[src/rtl/keypad_scanner_if.sv]
// Key output channel of the keypad scanner: accepted code, valid/ready handshake, sticky overrun.
// Master side is the scanner, slave side is the key consumer.
// The consumer pulls a key by holding key_ready high while key_valid is high.
interface keypad_scanner_if;
   logic [3:0] key_code;
   logic       key_valid;
   logic       key_ready;
   logic       overrun;

   modport master (
      output key_code,
      output key_valid,
      output overrun,
      input  key_ready
   );

   modport slave (
      input  key_code,
      input  key_valid,
      input  overrun,
      output key_ready
   );
endinterface

[src/rtl/keypad_scanner.sv]
// 4x4 matrix keypad scanner: strobes columns, debounces the row sense lines, reports one code per press.
// Latency: key_code/key_valid update one clk after the accepting sample point (rows see 2 extra syncs).
// Backpressure: an unconsumed key is held stable; a new key arriving then is dropped and overrun sticks.
module keypad_scanner #(
   parameter int SCAN_TICKS     = 1000,
   parameter int DEBOUNCE_SCANS = 4
) (
   input  logic             clk,
   input  logic             rst_n,
   input  logic [3:0]       row_i,
   output logic [3:0]       col_o,
   keypad_scanner_if.master key_if
);

   localparam int TW = $clog2(SCAN_TICKS);
   localparam int CW = $clog2(DEBOUNCE_SCANS + 1);
   localparam logic [TW-1:0] TICK_LAST = TW'(SCAN_TICKS - 1);
   localparam logic [CW-1:0] CNT_DONE  = CW'(DEBOUNCE_SCANS);
   localparam logic [CW-1:0] CNT_ONE   = CW'(1);

   typedef enum logic [1:0] {
      SCAN    = 2'd0,
      CONFIRM = 2'd1,
      RELEASE = 2'd2
   } state_t;

   logic [3:0]    sync_meta_q;
   logic [3:0]    rs_q;
   logic [TW-1:0] tick_q;
   state_t        state_q, state_d;
   logic [1:0]    col_q, col_d;
   logic [1:0]    row_q, row_d;
   logic [CW-1:0] cnt_q, cnt_d;
   logic [3:0]    col_o_q;
   logic [3:0]    key_code_q;
   logic          key_valid_q;
   logic          overrun_q;

   logic          sample;
   logic          rs_idle;
   logic [1:0]    rs_low;
   logic          accept;
   logic [3:0]    acc_code;

   // Lowest-index row reading low; only meaningful when some row is low.
   function automatic logic [1:0] lowest_low(input logic [3:0] r);
      if (!r[0])      return 2'd0;
      else if (!r[1]) return 2'd1;
      else if (!r[2]) return 2'd2;
      else            return 2'd3;
   endfunction

   assign sample  = (tick_q == TICK_LAST);
   assign rs_idle = (rs_q == 4'b1111);
   assign rs_low  = lowest_low(rs_q);

   // Two-flop synchronizer for the asynchronous row lines; idles high like the pull-ups.
   always_ff @(posedge clk or negedge rst_n) begin
      if (!rst_n) begin
         sync_meta_q <= 4'b1111;
         rs_q        <= 4'b1111;
      end else begin
         sync_meta_q <= row_i;
         rs_q        <= sync_meta_q;
      end
   end

   // Dwell counter: free-running 0..SCAN_TICKS-1, the last count is the row sample point.
   always_ff @(posedge clk or negedge rst_n) begin
      if (!rst_n) begin
         tick_q <= '0;
      end else if (sample) begin
         tick_q <= '0;
      end else begin
         tick_q <= tick_q + TW'(1);
      end
   end

   // Scan/debounce decisions, taken only at sample points; column is held while a key is in play.
   always_comb begin
      state_d  = state_q;
      col_d    = col_q;
      row_d    = row_q;
      cnt_d    = cnt_q;
      accept   = 1'b0;
      acc_code = {row_q, col_q};
      if (sample) begin
         case (state_q)
            SCAN: begin
               if (rs_idle) begin
                  col_d = col_q + 2'd1;
               end else begin
                  row_d    = rs_low;
                  acc_code = {rs_low, col_q};
                  if (CNT_DONE == CNT_ONE) begin
                     accept  = 1'b1;
                     cnt_d   = '0;
                     state_d = RELEASE;
                  end else begin
                     cnt_d   = CNT_ONE;
                     state_d = CONFIRM;
                  end
               end
            end
            CONFIRM: begin
               if (!rs_idle && rs_low == row_q) begin
                  if (cnt_q + CNT_ONE == CNT_DONE) begin
                     accept  = 1'b1;
                     cnt_d   = '0;
                     state_d = RELEASE;
                  end else begin
                     cnt_d = cnt_q + CNT_ONE;
                  end
               end else begin
                  // Bounce or a different key: drop the candidate and move on.
                  cnt_d   = '0;
                  col_d   = col_q + 2'd1;
                  state_d = SCAN;
               end
            end
            RELEASE: begin
               if (rs_idle) begin
                  if (cnt_q + CNT_ONE == CNT_DONE) begin
                     cnt_d   = '0;
                     col_d   = col_q + 2'd1;
                     state_d = SCAN;
                  end else begin
                     cnt_d = cnt_q + CNT_ONE;
                  end
               end else begin
                  cnt_d = '0;
               end
            end
            default: begin
               cnt_d   = '0;
               state_d = SCAN;
            end
         endcase
      end
   end

   // State, column, latched row and stable count registers; col_o is re-encoded from the next column.
   always_ff @(posedge clk or negedge rst_n) begin
      if (!rst_n) begin
         state_q <= SCAN;
         col_q   <= 2'd0;
         row_q   <= 2'd0;
         cnt_q   <= '0;
         col_o_q <= 4'b1110;
      end else begin
         state_q <= state_d;
         col_q   <= col_d;
         row_q   <= row_d;
         cnt_q   <= cnt_d;
         col_o_q <= ~(4'b0001 << col_d);
      end
   end

   // Output handshake: hold an unconsumed key, drop newcomers into the sticky overrun flag.
   always_ff @(posedge clk or negedge rst_n) begin
      if (!rst_n) begin
         key_code_q  <= 4'h0;
         key_valid_q <= 1'b0;
         overrun_q   <= 1'b0;
      end else if (accept) begin
         if (!key_valid_q || key_if.key_ready) begin
            key_code_q  <= acc_code;
            key_valid_q <= 1'b1;
         end else begin
            overrun_q <= 1'b1;
         end
      end else if (key_valid_q && key_if.key_ready) begin
         key_valid_q <= 1'b0;
      end
   end

   assign col_o            = col_o_q;
   assign key_if.key_code  = key_code_q;
   assign key_if.key_valid = key_valid_q;
   assign key_if.overrun   = overrun_q;

endmodule

[src/flat_wrapper.sv]
// flat-port wrapper written by rule: the top's interface ports become plain ports
module keypad_scanner_flat 
#(
   parameter int SCAN_TICKS     = 1000,
   parameter int DEBOUNCE_SCANS = 4
)
  (clk, rst_n, row_i, col_o, key_if_key_code, key_if_key_valid, key_if_overrun, key_if_key_ready);
  keypad_scanner_if key_if_i ();
  input  logic clk;
  input  logic rst_n;
  input  logic [3:0] row_i;
  output logic [3:0] col_o;
  output wire logic [$bits(key_if_i.key_code)-1:0] key_if_key_code;
  output wire logic [$bits(key_if_i.key_valid)-1:0] key_if_key_valid;
  output wire logic [$bits(key_if_i.overrun)-1:0] key_if_overrun;
  input wire logic [$bits(key_if_i.key_ready)-1:0] key_if_key_ready;
  assign key_if_key_code = key_if_i.key_code;
  assign key_if_key_valid = key_if_i.key_valid;
  assign key_if_overrun = key_if_i.overrun;
  assign key_if_i.key_ready = key_if_key_ready;
  keypad_scanner #(.SCAN_TICKS(SCAN_TICKS), .DEBOUNCE_SCANS(DEBOUNCE_SCANS)) u_core (.clk(clk), .rst_n(rst_n), .row_i(row_i), .col_o(col_o), .key_if(key_if_i));
endmodule
[config.mk]
export PLATFORM = sky130hd
export DESIGN_NAME = keypad_scanner_flat
export DESIGN_NICKNAME = d
export VERILOG_FILES = /design/src/rtl/keypad_scanner_if.sv /design/src/rtl/keypad_scanner.sv /design/src/flat_wrapper.sv
export SDC_FILE = /design/constraint.sdc
export NUM_CORES = 1
export LEC_CHECK = 0
export ABC_AREA = 1
export CORE_ASPECT_RATIO = 2
export CORE_MARGIN = 2
export CORE_UTILIZATION = 35
export CTS_CLUSTER_DIAMETER = 120
export DETAILED_ROUTE_END_ITERATION = 6
export GPL_ROUTABILITY_DRIVEN = 0
export GPL_TIMING_DRIVEN = 0
export PLACE_DENSITY = 0.51
export SKIP_CTS_REPAIR_TIMING = 1
export SLEW_MARGIN = 20
export SYNTH_ARGS = -nofsm -noshare
export SYNTH_HDL_FRONTEND = slang
export SYNTH_SLANG_ARGS = --single-unit
[constraint.sdc]
create_clock -name clk -period 1.9 [get_ports clk]
set_input_delay 0.38 -clock clk [delete_from_list [all_inputs] [get_ports clk]]
set_output_delay 0.38 -clock clk [all_outputs]
set_load 0.02 [all_outputs]
# Word-level counts from Yosys, hierarchy flattened
# Cells that the tools add are included.
[totals]
ff_bits = 37
latch_bits = 0
mem_bits_rw = 0
romBits = 0
inputBits = 7
out_inout_bits = 10
word_cells = 73
mem_count = 0
[classes]
n_addsub = 3
n_mul = 0
div_mod_pow = 0
n_lt_le_gt_ge = 0
eq_ne = 11
shifts = 1
mux = 31
n_bitwise = 3
reduce_logical = 13
[ops]
columns = ["cell", "count"]
rows = [
  ["$mux 2", 12],
  ["$mux 3", 4],
  ["$mux 4", 3],
  ["$pmux 2 s3", 2],
  ["$add 10x1->10 const B", 1],
  ["$eq 10x10->1 const B", 1],
  ["$mux 10", 1],
  ["$pmux 3 s3", 1],
  ["$mux 1", 8],
  ["$reduce_and 2->1", 4],
  ["$reduce_and 5->1", 1],
  ["$eq 4x4->1 const B", 1],
  ["$ne 2x1->1 const B", 2],
  ["$ne 2x2->1 const B", 2],
  ["$not 4->4", 1],
  ["$shl 1x2->4 const A", 1],
  ["$add 3x1->3 const B", 1],
  ["$eq 3x3->1 const B", 1],
  ["$ne 3x3->1 const B", 1],
  ["$reduce_and 3->1", 1],
  ["$add 2x1->2 const B", 1],
  ["$eq 2x1->1 const B", 1],
  ["$eq 2x2->1", 1],
  ["$eq 2x2->1 const B", 1],
  ["other kinds (6)", 9],
]

# Longest topological paths before layout
# Gate-level depths: netlist (run 1).
[logic_depth]
ltp_word = 10
depth_mapped = 12
ltp_nobuf = 12

# Worst setup path before layout (run 1)
# Ideal clock, no wire load.
[synth_path]
kind = "reg2reg"
from = "reg u_core.cnt_q[0]"
to = "reg u_core.col_o_q[0], in the netlist u_core.col_o[0]"
setup_time_ns = 0.121
arrival_time_ns = 1.393
required_ns = 1.779
slack_ns = 0.386
path_stages_with_launch = 10
path_buffers = 0
period_less_slack_ns = 1.514
path_cell_list = "dfrtp_1 > ha_1 > xor2_1 > nand2_1 > o21ai_2 > nand3_2 > nand2_2 > inv_2 > a21oi_2 > nand2_1"
[synth_between]
elab_chain_len = 8
[synth_rtl]
columns = ["element", "line", "text"]
rows = [
  ["from (decl)", "keypad_scanner.sv:33", "logic [CW-1:0] cnt_q, cnt_d;"],
  ["from (signal assigned)", "keypad_scanner.sv:154", "cnt_q <= cnt_d;"],
  ["$add 3x1->3", "keypad_scanner.sv:123", "if (cnt_q + CNT_ONE == CNT_DONE) begin"],
  ["$eq 3x3->1", "keypad_scanner.sv:123", ""],
  ["$mux 2", "keypad_scanner.sv:123", ""],
  ["$mux 2", "keypad_scanner.sv:122", "if (rs_idle) begin"],
  ["$pmux 2 s3", "keypad_scanner.sv:88", "case (state_q)"],
  ["$mux 2", "keypad_scanner.sv:87", "if (sample) begin"],
  ["$shl 1x2->4", "keypad_scanner.sv:155", "col_o_q <= ~(4'b0001 << col_d);"],
  ["$not 4->4", "keypad_scanner.sv:155", ""],
  ["to (signal assigned)", "keypad_scanner.sv:155", ""],
  ["to (decl)", "keypad_scanner.sv:34", "logic [3:0] col_o_q;"],
]
# Every way passes these cells.
# A chain may end at the register's enable or synchronous reset.

# Worst setup path after layout (run 1)
[layout_path]
from = "reg u_core.col_o_q[2], in the netlist u_core.col_o[2]"
to = "out col_o[2]"
[layout_lines]
columns = ["element", "line", "text"]
rows = [
  ["to (decl)", "flat_wrapper.sv:12", "output logic [3:0] col_o;"],
]
# No word-level cell between the ends.

==> impl_metrics.csv, run 1 <==
group,metric,value,unit
synthesis,synthCells,206,
floorplanning,ios,17,
timing,setup_slack,113,ps
layout,areaGrowthSynthToFinish,20.2,%
global_route,grt_pass1_vias,1440,
timing,finalCritPeriodShare,0.940,
clock_network,h-tree-depth,2,
floorplanning,die_x,55.7,um
placed_design,place_hpwl,2960,um
synthesis,synthXorXnorAreaFrac,0.0140,
global_route,grt_pass1_wl,6560,um
clock_network,numCtsBuffers,5,
timing,finClkSkew,3.87,ps
synthesis,yosysSeqAreaShare,0.502,
placed_design,numPortBuffers,16,
routing,drc_errors,0,
setup_path,path_max_fanout,1,
synthesis,yosysTopAreaCellShare,0.347,
floorplanning,initial_utilization,0.364,
setup_path,slowest_stage,"clkdlybuf4s50_1",
layout,instances_no_fill,290,
synthesis,synthSimpleGateAreaFrac,0.313,
global_route,grt_util_all_layers,0.144,
timing,hold_ws,357,ps
routing,vias,1378,
layout,drive_gt1_frac,0.267,
routing,drtPass1Iterations,4,
timing,maxSlewHeadroom,0.755,
timing,setup_viol,0,
outcome,status,"complete, no violations",
setup_path,cp_data_arrival_time,1410,ps
clock_network,clock-sinks,37,
floorplanning,placementRows,37,
clock_network,clk_path_buf_depth,2,
setup_path,endpoint_kind,"output pin",
synthesis,synthMuxAreaShare,0,
synthesis,synth.distinct_cells,32,
placed_design,placed_cells,281,
routing,drtIter0Drc,28,
timing,final_max_slew_viol_count,0,
global_route,grt-ovfl-total,0,
floorplanning,die_area,0.00599,mm^2
floorplanning,core_area,0.00514,mm^2
power_and_ir_drop,p_per_area,704,mW/mm^2
routing,postRouteAntennaNets,0,
setup_path,worst_setup_path_start_kind,"flop",
power_and_ir_drop,irDropWorstVdd,344,uV
synthesis,avgSynthCellArea,9.09,um^2
synthesis,synth-compound-area-share,0.0882,
power_and_ir_drop,p_leak,1.12,nW
routing,wirelength,3730,um
routing,via_per_inst,4.75,
layout,n_fill_cell,511,
synthesis,synth_top_family_by_area,"simple AND/OR/NAND/NOR gates",
setup_path,worst-path-buf-inv,1,
layout,num_antenna_cells,0,
synthesis,synth-seq-cells,37,
setup_path,crit_path_cell_trace,"clkdlybuf4s50_1",
setup_path,crit_type,"reg -> out",
synthesis,synth_area,0.00187,mm^2
clock_network,root_buffer,"clkbuf_8",
timing,fmax,560,MHz
placed_design,post-place-ws,204,ps
synthesis,synthTopCellsByArea,"dfrtp_1 (35%), dfstp_2 (15%), nand2_1 (9.4%)",
setup_path,critPathTopFamily,"buffers and inverters",
timing,fin_crit,1790,ps
timing,tightestPinTransition,366,ps
clock_network,cts_tree,"built",
global_route,antenna_found_initial,0,
synthesis,yosys_warnings,0,
clock_network,clk_pin_slew,80,ps
layout,final_nets,241,
synthesis,synth_top_area_cell,"dfrtp_1",
hold_path,hold_class,"reg -> reg",
setup_path,slowest_delay,590,ps
clock_network,clk_latency,290,ps
run,max-cap-violations,0,
routing,wl_per_cell,12.9,um
timing,finalSetupTns,0,ps
synthesis,synth-adder-area-share,0.0200,
layout,fin_util,0.438,
timing,rsz0062_at_grt,"false",
global_route,grt_max_degree,29,
setup_path,critPathRequiredTime,1520,ps
timing,hold_violations,0,
floorplanning,die_y,107,um
synthesis,syn-num-nets,216,
==> area by class of cell <==
| class | instances | area, um^2 | area share |
|---|---|---|---|
| clock buffers | 6 | 82.6 | 0.0367 |
| flip-flops and latches | 37 | 940 | 0.417 |
| clock inverters | 2 | 37.5 | 0.0167 |
| inverters | 31 | 119 | 0.0528 |
| well taps | 58 | 72.6 | 0.0322 |
| repair buffers | 18 | 185 | 0.0823 |
| multi-input cells | 138 | 815 | 0.362 |
==> power breakdown <==
| group | internal [mW] | switching (mW) | total (mW) |
|---|---|---|---|
| Combinational | 0.0246 | 0.0354 | 0.0600 |
| Clock | 0.427 | 0.289 | 0.716 |
| Sequential | 0.804 | 0.00396 | 0.808 |
==> registers in the layout (all words and copies together), names as in the netlist <==
signal and count:
u_core.state_q 2, u_core.sync_meta_q 4, u_core.col_o 4, u_core.key_if.overrun 1
u_core.col_q 2, u_core.row_q 2, u_core.key_if.key_valid 1, u_core.cnt_q 3
u_core.tick_q 10, u_core.rs_q 4, u_core.key_if.key_code 4
==> worst paths after layout <==
check / start / to / slack (ps) / depth (start not counted)
max: u_core.col_o[2] / col_o[2] / 110 / 1
min: u_core.sync_meta_q[0] / u_core.rs_q[0] / 360 / 0
max reg2reg: u_core.cnt_q[0] / u_core.col_o[0] / 200 / 9
min reg2reg: u_core.sync_meta_q[0] / u_core.rs_q[0] / 360 / 0
max in group asynchronous: rst_n / u_core.rs_q[2] / 920 / 3
min in group asynchronous: rst_n / u_core.key_if.key_valid / 480 / 2
==> routing by layer <==
| layer | wire length (um) | vias to the layer above | GRT usage |
|---|---|---|---|
| met5 | 0 | - | 0 |
| met4 | 104 | 0 | 0.0836 |
| met3 | 77 | 8 | 0.0252 |
| met2 | 2200 | 19 | 0.280 |
| met1 | 1340 | 643 | 0.136 |
| li1 | - | 708 | - |
==> synthesized netlist by cell type <==
cell      instances
o21ai_1           4
nor3_1            5
inv_2             5
o21bai_1          1
clkinv_2          2
a31oi_1           1
or2_1             1
a21oi_1           5
nor2_2            3
o21ai_2           4
dfrtp_1          26
nand3_1           8
o21ai_0           7
nor3b_2           1
ha_1              3
xor2_1            2
nor2_4            6
nand4_1           4
nand2_4           1
nor3_4            1
a21oi_2           2
nand3_2           1
a21boi_1          1
inv_1            24
nand3_4           2
o21bai_2          1
xnor2_1           1
nor2_1           14
nand2_2          11
dfstp_2          11
nand2_1          47
nand3b_4          1
==> cell usage in the layout (no fill, tap or decap), types with 3 or more instances in the layout <==
cell type        count
inv_2                5
nor3_1               5
nand2_2             11
nor2_4               6
nand3_1              8
dfrtp_1             26
a21oi_1              5
ha_1                 3
clkbuf_8             6
clkdlybuf4s50_1     15
dfstp_2             11
o21ai_2              4
nor2_1              14
nor2_2               3
o21ai_0              7
nand4_1              4
inv_1               24
o21ai_1              4
nand2_1             47
==> cell families (layout without fill, tap and decap cells) <==
family,Yosys count,count (layout)
flip-flops,37,37
AND/OR/NAND/NOR,106,106
adder cells (fa/ha/maj),3,3
AO/OA/AOI/OAI,26,26
buffers and inverters,31,57
XOR/XNOR,3,3
==> stage by stage <==
| stage | instance area, um^2 | power, mW |
|---|---|---|
| 2_1_floorplan | 1870 | 0.844 |
| 3_3_place_gp | 2110 | 0.879 |
| 3_5_place_dp | 2120 | 0.884 |
| 4_1_cts | 2240 | 1.62 |
| 5_1_grt | 2250 | 1.66 |
| 6_report | 2250 | 1.58 |
No activity file was read; power rests on OpenSTA's default activity.
==> run 2: changes to the inputs <==
--- a/config.mk
+++ b/config.mk
@@ -7,7 +7,6 @@
 export LEC_CHECK = 0
 export ABC_AREA = 1
 export CORE_ASPECT_RATIO = 2
-export CORE_MARGIN = 2
 export CORE_UTILIZATION = 35
 export CTS_CLUSTER_DIAMETER = 120
 export DETAILED_ROUTE_END_ITERATION = 6
==> constraint.sdc (replaced) <==
create_clock -name clk -period 1.7 [get_ports clk]
set_input_delay 0.34 -clock clk [delete_from_list [all_inputs] [get_ports clk]]
set_output_delay 0.34 -clock clk [all_outputs]
set_load 0.02 [all_outputs]
==> impl_metrics.csv, run 2 (synthesized netlist as in run 1, its figures left out) <==
group,metric,value,unit
global_route,grt_max_degree,21,
power_and_ir_drop,p_total,1.87,mW
layout,drive_gt1_frac,0.312,
clock_network,clk_latency,290,ps
timing,fin_crit,1640,ps
floorplanning,die_y,105,um
setup_path,worst_setup_path_start_kind,"flop",
timing,fmax,610,MHz
timing,tightestPinTransition,471,ps
clock_network,clk_pin_slew,80,ps
timing,setup_viol,0,
clock_network,clk_path_buf_depth,2,
run,max-cap-violations,0,
layout,fin_util,0.454,
routing,drc_errors,0,
routing,wl_per_cell,12.7,um
timing,finalCritPeriodShare,0.964,
power_and_ir_drop,irDropWorstVdd,702,uV
global_route,grt_util_all_layers,0.157,
hold_path,hold_class,"in -> async",
layout,largest_register_ff_count,10,
setup_path,path_max_fanout,8,
timing,hold_ws,-5.01,ps
routing,vias,1405,
routing,via_per_inst,4.81,
placed_design,post-place-ws,17.2,ps
setup_path,cp_data_arrival_time,1830,ps
layout,n_fill_cell,513,
routing,drtPass1Iterations,4,
timing,maxSlewHeadroom,0.686,
floorplanning,die_area,0.00567,mm^2
setup_path,critPathRequiredTime,1890,ps
setup_path,crit_type,"reg -> reg",
setup_path,rr_startpoint,"u_core.rs_q[0]",
layout,areaGrowthSynthToFinish,24.4,%
clock_network,cts_tree,"built",
floorplanning,die_x,53.7,um
global_route,grt-ovfl-total,0,
floorplanning,core_area,0.00514,mm^2
power_and_ir_drop,p_leak,1.14,nW
setup_path,rr_worst_depth,11,
timing,setup_slack,60.5,ps
floorplanning,placementRows,37,
global_route,grt_pass1_vias,1419,
routing,wirelength,3720,um
timing,rsz0062_at_grt,"true",
timing,finalSetupTns,0,ps
layout,final_nets,243,
clock_network,root_buffer,"clkbuf_8",
layout,largest-register,"u_core.tick_q",
placed_design,place_hpwl,2970,um
global_route,grt.met1_usage,0.142,
layout,final_cell_mix,"nand2_1 (44), dfrtp_1 (26), inv_1 (24)",
clock_network,h-tree-depth,2,
floorplanning,ios,17,
setup_path,r2r_setup_slack,60,ps
layout,final_common_cell,"nand2_1",
timing,final_max_slew_viol_count,0,
global_route,antenna_found_initial,0,
global_route,gr-usage-met2,0.293,
setup_path,r2r_end,"u_core.key_if.key_code[2]",
floorplanning,initial_utilization,0.364,
timing,hold_violations,6,
placed_design,numPortBuffers,16,
layout,num_antenna_cells,0,
power_and_ir_drop,p_per_area,804,mW/mm^2
routing,drtIter0Drc,37,
global_route,grt_pass1_wl,6290,um
outcome,status,"complete, but fails checks",
outcome,violations,"negative hold slack",
routing,postRouteAntennaNets,0,
global_route,globalRouteMet3Util,0.0332,
timing,finClkSkew,5.72,ps
clock_network,numCtsBuffers,5,
global_route,top_usage_layer,"met2",
clock_network,clock-sinks,37,
setup_path,endpoint_kind,"flop",
==> run 2: cell count changes in the layout (fill, tap and decap cells not counted), moves of 3 or more <==
cell and change:
dlymetal6s2s_1 +3, clkdlybuf4s50_1 -3, buf_4 +3, nand2_1 -3
==> run 2: metal layers <==
| metal | part of all wire | wire length [um] | up-vias |
|---|---|---|---|
| li1 | - | - | 706 |
| met1 | 0.34 | 1270 | 665 |
| met2 | 0.60 | 2230 | 23 |
| met3 | 0.024 | 89 | 11 |
| met4 | 0.034 | 127 | 0 |
| met5 | 0 | 0 | - |
==> run 2: final cells by class <==
type	count	area, um^2	area share
clock buffer	5	68.8	0.0295
tap	58	72.6	0.0311
inverter	31	120	0.0515
timing repair buffer	20	213	0.0913
multi-input combinational	138	852	0.366
sequential	37	940	0.403
clock inverter	3	65.1	0.0279
==> run 2: how the worst max path moves through the flow <==
stage	from	end	cells past startpoint
2_1_floorplan	u_core.cnt_q[0]	u_core.col_o[0]	9
3_3_place_gp	rst_n	u_core.cnt_q[0]	1
3_5_place_dp	u_core.tick_q[0]	u_core.col_o[0]	10
4_1_cts	u_core.col_o[2]	col_o[2]	1
5_1_grt	u_core.tick_q[0]	u_core.col_o[0]	10
6_report	u_core.rs_q[0]	u_core.key_if.key_code[2]	11
==> run 2: metrics by stage <==
step / instances / instance area (um^2)
global placement: 280 / 2110
floorplan: 206 / 1870
finish: 292 / 2330
CTS: 289 / 2260
global route: 292 / 2330
detailed placement: 281 / 2130
==> run 2: critical path, stage by stage (launching register included) <==
cell,delay (ps)
dfstp_2,570
nand2_4,80
inv_2,60
nand2_2,40
nand2_2,50
nand2_2,70
nor2_4,140
nand2_4,100
nor2_4,110
nand3_4,130
nor2_2,120
a21oi_2,40
==> run 2: power breakdown <==
group / internal, mW / switching, mW / total, mW
clock network: 0.583 / 0.316 / 0.899
logic: 0.0306 / 0.0407 / 0.0713
registers: 0.899 / 0.00555 / 0.904
total: 1.51 / 0.362 / 1.87
